[src/rtl/wb_write_arbiter.sv]
// Register-file write-port arbiter: primary writeback always wins, deferred
// secondary writes queue in order and drain into idle write-port cycles.
module wb_write_arbiter #(
    parameter int DEPTH = 2
) (
    input  logic        clk,
    input  logic        rst,
    input  logic        pri_valid,
    input  logic [2:0]  pri_num,
    input  logic [15:0] pri_data,
    input  logic        sec_valid,
    input  logic [2:0]  sec_num,
    input  logic [15:0] sec_data,
    input  logic        flush,
    output logic        rf_we,
    output logic [2:0]  rf_waddr,
    output logic [15:0] rf_wdata,
    output logic        full,
    output logic [7:0]  pending,
    output logic        overflow
);

    localparam int PW = (DEPTH > 1) ? $clog2(DEPTH) : 1;
    localparam int CW = $clog2(DEPTH + 1);
    localparam logic [CW-1:0] FULL_CNT = CW'(DEPTH);
    localparam logic [PW-1:0] LAST_PTR = PW'(DEPTH - 1);

    logic [DEPTH-1:0] live;
    logic [2:0]       num_q  [DEPTH];
    logic [15:0]      data_q [DEPTH];
    logic [PW-1:0]    head, tail;
    logic [CW-1:0]    count;
    logic             overflow_q;

    logic empty, pop, bypass, collide, want_queue, push, drop;

    function automatic logic [PW-1:0] next_ptr(input logic [PW-1:0] ptr);
        return (ptr == LAST_PTR) ? '0 : ptr + PW'(1);
    endfunction

    // A sec request is older than a same-cycle pri write, so a matching
    // register number makes it dead on arrival.
    always_comb begin
        empty      = (count == '0);
        pop        = !pri_valid && !empty;
        bypass     = !pri_valid && empty && sec_valid && !flush;
        collide    = pri_valid && sec_valid && (sec_num == pri_num);
        want_queue = sec_valid && !flush && !collide && !bypass;
        push       = want_queue && ((count != FULL_CNT) || pop);
        drop       = want_queue && (count == FULL_CNT) && !pop;
    end

    always_comb begin
        rf_we    = 1'b0;
        rf_waddr = '0;
        rf_wdata = '0;
        if (rst) begin
            if (pri_valid) begin
                rf_we    = 1'b1;
                rf_waddr = pri_num;
                rf_wdata = pri_data;
            end else if (!empty) begin
                // Dead head entries are popped without a write; a flush
                // discards the head write along with the rest of the queue.
                if (live[head] && !flush) begin
                    rf_we    = 1'b1;
                    rf_waddr = num_q[head];
                    rf_wdata = data_q[head];
                end
            end else if (bypass) begin
                rf_we    = 1'b1;
                rf_waddr = sec_num;
                rf_wdata = sec_data;
            end
        end
    end

    // NOTE: state registers use non-blocking assignments so every bit update
    // in this block sees the pre-edge values of head, tail and live.
    always_ff @(posedge clk or negedge rst) begin
        if (!rst) begin
            head       <= '0;
            tail       <= '0;
            count      <= '0;
            live       <= '0;
            overflow_q <= 1'b0;
        end else begin
            if (drop) overflow_q <= 1'b1;
            if (flush) begin
                head  <= '0;
                tail  <= '0;
                count <= '0;
                live  <= '0;
            end else begin
                if (pri_valid) begin
                    for (int i = 0; i < DEPTH; i++) begin
                        if (live[i] && (num_q[i] == pri_num)) live[i] <= 1'b0;
                    end
                end
                if (pop) begin
                    live[head] <= 1'b0;
                    head       <= next_ptr(head);
                end
                if (push) begin
                    live[tail] <= 1'b1;
                    tail       <= next_ptr(tail);
                end
                count <= count + CW'(push) - CW'(pop);
            end
        end
    end

    // NOTE: entry payloads carry no reset; the live bits alone decide whether
    // a slot's contents are ever observed.
    always_ff @(posedge clk) begin
        if (push) begin
            num_q[tail]  <= sec_num;
            data_q[tail] <= sec_data;
        end
    end

    always_comb begin
        pending = '0;
        for (int i = 0; i < DEPTH; i++) begin
            if (live[i]) pending[num_q[i]] = 1'b1;
        end
    end

    assign full     = (count == FULL_CNT);
    assign overflow = overflow_q;

endmodule

[config.mk]
export PLATFORM = sky130hd
export DESIGN_NAME = wb_write_arbiter
export DESIGN_NICKNAME = d
export VERILOG_FILES = /design/src/rtl/wb_write_arbiter.sv
export SDC_FILE = /design/constraint.sdc
export NUM_CORES = 1
export LEC_CHECK = 0
export CAP_MARGIN = 20
export CORE_MARGIN = 3
export CORE_UTILIZATION = 51
export CTS_BUF_LIST = sky130_fd_sc_hd__clkbuf_4 sky130_fd_sc_hd__clkbuf_8 sky130_fd_sc_hd__clkbuf_16
export DETAILED_ROUTE_END_ITERATION = 8
export PLACE_DENSITY = 0.83
export SLEW_MARGIN = 20
export SYNTH_ARGS = -nofsm -noshare
export SYNTH_HDL_FRONTEND = slang
export SYNTH_SLANG_ARGS = --single-unit
[constraint.sdc]
create_clock -name clk -period 6.3 [get_ports clk]
set_input_delay 1.89 -clock clk [delete_from_list [all_inputs] [get_ports clk]]
set_output_delay 1.89 -clock clk [all_outputs]
set_load 0.005 [all_outputs]
==> results of run 1 <==
cells in the final DEF (no fill, tap or decap), types with 5 or more instances in the layout:
master / n
xnor2_1: 8
o22ai_1: 8
o21ai_0: 18
clkbuf_8: 5
nor2_1: 22
edfxtp_1: 38
a221oi_1: 17
dfrtp_1: 7
nand2b_1: 6
clkdlybuf4s50_1: 72
mux2_2: 19
nand2_1: 5
registers in the layout, summed over array words and instances, names as in the netlist:
register,flops
count,2
tail,1
head,1
live,2
data_q,32
overflow,1
num_q,6
through the flow:
step           instance area, um2  utilization
2_1_floorplan                2400            -
3_3_place_gp                 3141       0.7066
3_5_place_dp                 3141       0.7066
4_1_cts                      3227       0.7261
5_1_grt                      3227       0.7261
6_report                     3227       0.7261
area by class of cell:
type | count | share of cell area
repair buffers | 75 | 0.2303
clock buffers | 5 | 0.02133
inverters | 4 | 0.004653
well taps | 52 | 0.02016
clock inverters | 3 | 0.005428
multi-input cells | 136 | 0.3102
flip-flops and latches | 45 | 0.4079
where the power goes:
part           internal, W  total [W]  switching (W)
combinational     0.000105   0.000182      0.0000770
sequential        0.000345   0.000370      0.0000251
clock            0.0000767   0.000171      0.0000943
critical path, stage by stage:
cell and delay [ns]:
clkdlybuf4s50_1 0.56, nor2b_2 0.29, and2_4 0.34, a221oi_1 0.13, nor2_1 0.14, clkdlybuf4s50_1 0.52
cells by family after synthesis:
| logic type | count (synthesis) |
|---|---|
| flops | 45 |
| compound gates | 54 |
| mux | 22 |
| buf+inv | 17 |
| simple gates | 47 |
| fa+ha+maj | 1 |
| xor+xnor | 12 |
worst max-delay path by stage:
stage                         endpoint  startpoint  slack, ns
after floorplan            rf_waddr[0]   sec_valid       1.71
after CTS                  rf_waddr[0]       flush       0.52
after global placement     rf_waddr[0]       flush       0.54
after global routing      rf_wdata[14]       flush       0.40
after detailed placement   rf_waddr[0]       flush       0.53
final                      rf_waddr[0]       flush       0.53
per-layer routing:
metal,vias up,share of wire,global-route usage
li1,903,-,-
met1,897,0.41,0.2692
met2,66,0.51,0.3473
met3,4,0.064,0.05000
met4,0,0.0080,0.07312
met5,-,0,0
==> results.ini, run 1 <==
[die]
floorplan.io_pins=73
die_area_mm2=0.005564
die_w_um=74.60
coreArea_mm2=0.004444
std_cell_rows=24
die-height_um=74.60
starting_density_of_the_core=0.5400

[timing]
finalHoldViolations=0
rsz0062_at_grt=no
fin_tns_setup_ns=0
worst_slew_margin_rel=0.3040
timing.final.max_slew_violations=0
finalCritPeriodShare=0.9159
fin_hold_ws_ns=0.4940
finalSetupViolCount=0
finalWorstSetupSlack_ns=0.5301
clock-skew-final_ns=0.006479
max_slew.worst_pin.slew_ns=1.043
final.min_clock_period_ns=5.770
max_clock_freq_mhz=173.3

[cells_and_area]
layout-area-overhead-vs-synth_pct=34.46
layout.nets=311
drive_above_1_share=0.1530
multi_input_comb_area_mm2=0.001001
final.fill_count=313
antenna_cells_inserted=0
layoutNonFillerInstCount=320
area.sequential_mm2=0.001316

[flow_run]
max-cap-violations=0

[placement]
dp.final_hpwl_um=3832
io_buffers=72
place.gp.congestion=0.8027
pre_cts_ws_ns=0.5262
dp_cells=312

[setup_path]
r2r_setup_slack_ns=4.23
timing.setup.critical_path_class=primary input to output pin
cp_max_fo=20
critical_path.endpoint_type=output pin
worstReg2RegStart=count[0]
worstSetupStartpointType=primary input
rr_endpoint=num_q[0][0]
reg2reg_depth=4
critPathRequiredTime_ns=4.41
crit_arrival_ns=3.88

[worst_hold_path]
min_path_type=register to register
timing.hold.worst.start=overflow
timing.hold.worst_path_depth=1
whs_endpoint=overflow

[logic_synthesis]
postSynth.topFlopCell=edfxtp_1
seq_area_frac_synth=0.5485
avg_cell_area_syn_um2=12.12
synth.cell_area_mm2=0.002400
synth-compound-area-share=0.1689
synthCells=198
main_combinational_cell_family_by_area_after_synthesis=compound AO/OA/AOI/OAI gates
synth.top_cells.by_area=edfxtp_1 48%, mux2_2 8.9%, dfrtp_1 7.3%, a221oi_1 6.2%, o21ai_0 3.8%
syn_nets=242
synth_simple_gate_area_frac=0.09333
most_common_cell_in_the_synthesized_netlist=edfxtp_1
ys_warn_count=0
synth.top_cell.area_share=0.4755
yosys.area_share.adder=0.005214
synth_seq_cells=45
synthXorXnorAreaFrac=0.04380
synth_enable_flop_cells=38
synthTopCellsByCount=38 x edfxtp_1, 24 x nor2_1, 19 x mux2_2, 18 x o21ai_0, 17 x a221oi_1
muxShareOfSynthArea=0.1017
postSynth.asyncResetShare=0.1556
ys_types=36
synthDominantAreaCellType=edfxtp_1

[power]
pwr_density_cell_mw_per_mm2=224.1
peakVddDrop_uv=178.3
total_power_w=0.0007232
leakage_nw=1.097

[routing]
drt_iter0_markers=125
final_wl_um=5498
count_of_tritonroute_iterations_in_the_first_routing_pass=4
drt_drc_violations_left=0
dr_vias_cell=5.844
routed-via-count=1870
route.detailed.wl_per_inst_um=17.18
antenna_left=0

[cts]
clk_latency_ns=0.29
cts_tree=built
cts.root.buffer_cell=clkbuf_8
cts.repair.resized=0
cts_post_setup_buffers_inserted=0
postCtsHoldBufs=0
clock_tree.buffer_depth=2
tritoncts_num_sinks=45
tritoncts_buffer_count=5
htree_levels=2
cts.clk_slew.worst_paths_ns=0.08

[grt]
overflow_left_after_global_routing=0
number_of_global_route_vias_before_repair=1833
grt_antenna_before_repair=0
grt_pass1_wl_um=8901
largest_net_degree_at_the_start_of_global_routing=24
globalRouteTotalUtil=0.2095

[run_status]
outcome=completed

Note: power is estimated with default switching activity, not from simulation.
==> run 2: changes to the inputs <==
--- a/config.mk
+++ b/config.mk
@@ -10,6 +10,7 @@
 export CORE_UTILIZATION = 51
 export CTS_BUF_LIST = sky130_fd_sc_hd__clkbuf_4 sky130_fd_sc_hd__clkbuf_8 sky130_fd_sc_hd__clkbuf_16
 export DETAILED_ROUTE_END_ITERATION = 8
+export HOLD_SLACK_MARGIN = 0.08
 export PLACE_DENSITY = 0.83
 export SLEW_MARGIN = 20
 export SYNTH_ARGS = -nofsm -noshare
==> constraint.sdc (replaced) <==
create_clock -name clk -period 6.3 [get_ports clk]
set_input_delay 1.89 -clock clk [delete_from_list [all_inputs] [get_ports clk]]
set_output_delay 1.89 -clock clk [all_outputs]
set_load 0.1 [all_outputs]
==> run 2 against run 1 <==
Against the previous run: global-route usage is 1.3 points higher; largest power group unchanged; sequential share of layout area fell by 2.7 points; clock power rose by 33%; total power rose by 26%.
==> results.ini, run 2 (synthesis gave the netlist of run 1 again) <==
[routing]
antenna_left=0  ; unchanged
count_of_tritonroute_iterations_in_the_first_routing_pass=4  ; unchanged
final_wl_um=5846  ; +6.3%
drt_drc_violations_left=0  ; unchanged
routed-via-count=1901  ; +1.7%
drt_iter0_markers=137  ; +9.6%
dr_vias_cell=5.941  ; +1.7%
route.detailed.wl_per_inst_um=18.27  ; +6.3%

[grt]
grt_antenna_before_repair=0  ; unchanged
grt_pass1_wl_um=9045  ; +1.6%
grtUsageMet3=0.07432  ; +0.02432
number_of_global_route_vias_before_repair=1821  ; -0.65%
overflow_left_after_global_routing=0  ; unchanged
globalRouteTotalUtil=0.2223  ; +0.01287
grt.busiest_layer=met2
largest_net_degree_at_the_start_of_global_routing=29  ; +21%
global_routing_usage_on_met1=0.2803  ; +0.01109
gr_util_met2=0.3571  ; +0.009756

[cells_and_area]
largest_register_ff_count=32  ; unchanged
layout-area-overhead-vs-synth_pct=44.06
antenna_cells_inserted=0  ; unchanged
drive_above_1_share=0.2313  ; +0.07836
layout.cells.most_common=clkdlybuf4s50_1
final_cell_mix=52 x clkdlybuf4s50_1, 38 x edfxtp_1, 22 x nor2_1, 20 x buf_12, 19 x mux2_2
layoutNonFillerInstCount=320  ; unchanged
layout.nets=311  ; unchanged
reg_top3=data_q (32), num_q (6)
top_register=data_q

[die]
starting_density_of_the_core=0.5400  ; unchanged
die_area_mm2=0.005564  ; unchanged
coreArea_mm2=0.004444  ; unchanged
die-height_um=74.60  ; unchanged
die_w_um=74.60  ; unchanged
floorplan.io_pins=73  ; unchanged
std_cell_rows=24  ; unchanged

[timing]
finalSetupViolCount=0  ; unchanged
finalCritPeriodShare=0.8885  ; -0.02740
worst_slew_margin_rel=0.2935  ; -0.01048
clock-skew-final_ns=0.005051  ; -0.001429 ns
rsz0062_at_grt=no
fin_hold_ws_ns=0.5021  ; +0.008093 ns
max_slew.worst_pin.slew_ns=1.059  ; +0.01570 ns
final.min_clock_period_ns=5.597  ; -0.1726 ns
fin_tns_setup_ns=0  ; unchanged
max_clock_freq_mhz=178.7  ; +3.1%
finalWorstSetupSlack_ns=0.7027  ; +0.1726 ns
timing.final.max_slew_violations=0  ; unchanged
finalHoldViolations=0  ; unchanged

[setup_path]
worstSetupStartpointType=primary input
cp_max_fo=20  ; unchanged
crit_arrival_ns=3.71  ; -0.17 ns
timing.setup.critical_path_class=primary input to output pin
timing.critical_path.max_delay_family=simple AND/OR/NAND/NOR gates
critical_path.endpoint_type=output pin
critPathRequiredTime_ns=4.41  ; about the same
critical-path-slowest-cell=clkdlybuf4s50_1
crit_buf_inv=2  ; unchanged
cp_max_stage_delay_ns=0.57  ; about the same
crit_path_cell_trace=clkdlybuf4s50_1 > nor2b_2 > and2_4 > a221oi_1 > nor2_1 > buf_12

[power]
total_power_w=0.0009132  ; +26%
leakage_nw=1.212  ; +10%
pwr_density_cell_mw_per_mm2=264.2  ; +18%
peakVddDrop_uv=203.8  ; +14%

[cts]
cts.repair.resized=0  ; unchanged
cts.root.buffer_cell=clkbuf_8
clk_latency_ns=0.31  ; +0.02 ns
postCtsHoldBufs=0  ; unchanged
tritoncts_buffer_count=5  ; unchanged
cts_post_setup_buffers_inserted=0  ; unchanged
clock_tree.buffer_depth=2  ; unchanged
cts_tree=built
cts.clk_slew.worst_paths_ns=0.08  ; about the same
htree_levels=2  ; unchanged
tritoncts_num_sinks=45  ; unchanged

[placement]
dp_cells=312  ; unchanged
io_buffers=72  ; unchanged
pre_cts_ws_ns=0.7411  ; +0.2150 ns
dp.final_hpwl_um=4017  ; +4.8%
place.gp.congestion=0.7810  ; -2.7%

[flow_run]
max-cap-violations=0  ; unchanged

[run_status]
outcome=completed

[worst_hold_path]
min_path_type=register to register

==> run 2: path summary, 6_finish.rpt <==
kind	start	endpoint	slack, ns	depth (start not counted)
max in group asynchronous	rst	count[0]	3.66	2
setup / recovery	flush	rf_waddr[1]	0.70	6
hold / removal	overflow	overflow	0.50	1
setup reg to reg	count[0]	num_q[1][1]	4.16	4
min in group asynchronous	rst	overflow	2.05	1
hold reg to reg	overflow	overflow	0.50	1
==> run 2: per-stage QoR <==
stage	util	instance area, um2
6_report	0.7779	3457
5_1_grt	0.7779	3457
4_1_cts	0.7779	3457
3_5_place_dp	0.7517	3341
3_3_place_gp	0.7517	3341
2_1_floorplan	-	2400
==> run 2: final cells by class <==
type | count | area, um2
Timing Repair Buffer | 75 | 943.4
Sequential cell | 45 | 1316
Clock inverter | 3 | 47.55
Multi-Input combinational cell | 136 | 1001
Fill cell | 278 | 987.2
Clock buffer | 5 | 68.82
Tap cell | 52 | 65.06
Inverter | 4 | 15.01
==> run 2: report_power, final <==
part | total (W) | internal (W) | switching (W)
Combinational | 0.000316 | 0.000125 | 0.000192
Sequential | 0.000370 | 0.000345 | 0.0000255
Clock | 0.000227 | 0.000121 | 0.000106
Total | 0.000913 | 0.000590 | 0.000323
==> run 2: routing by layer <==
| layer | wire length (um) | vias to the layer above |
|---|---|---|
| li1 | - | 900 |
| met1 | 2505 | 915 |
| met2 | 2851 | 74 |
| met3 | 380 | 12 |
| met4 | 108 | 0 |
| met5 | 0 | - |
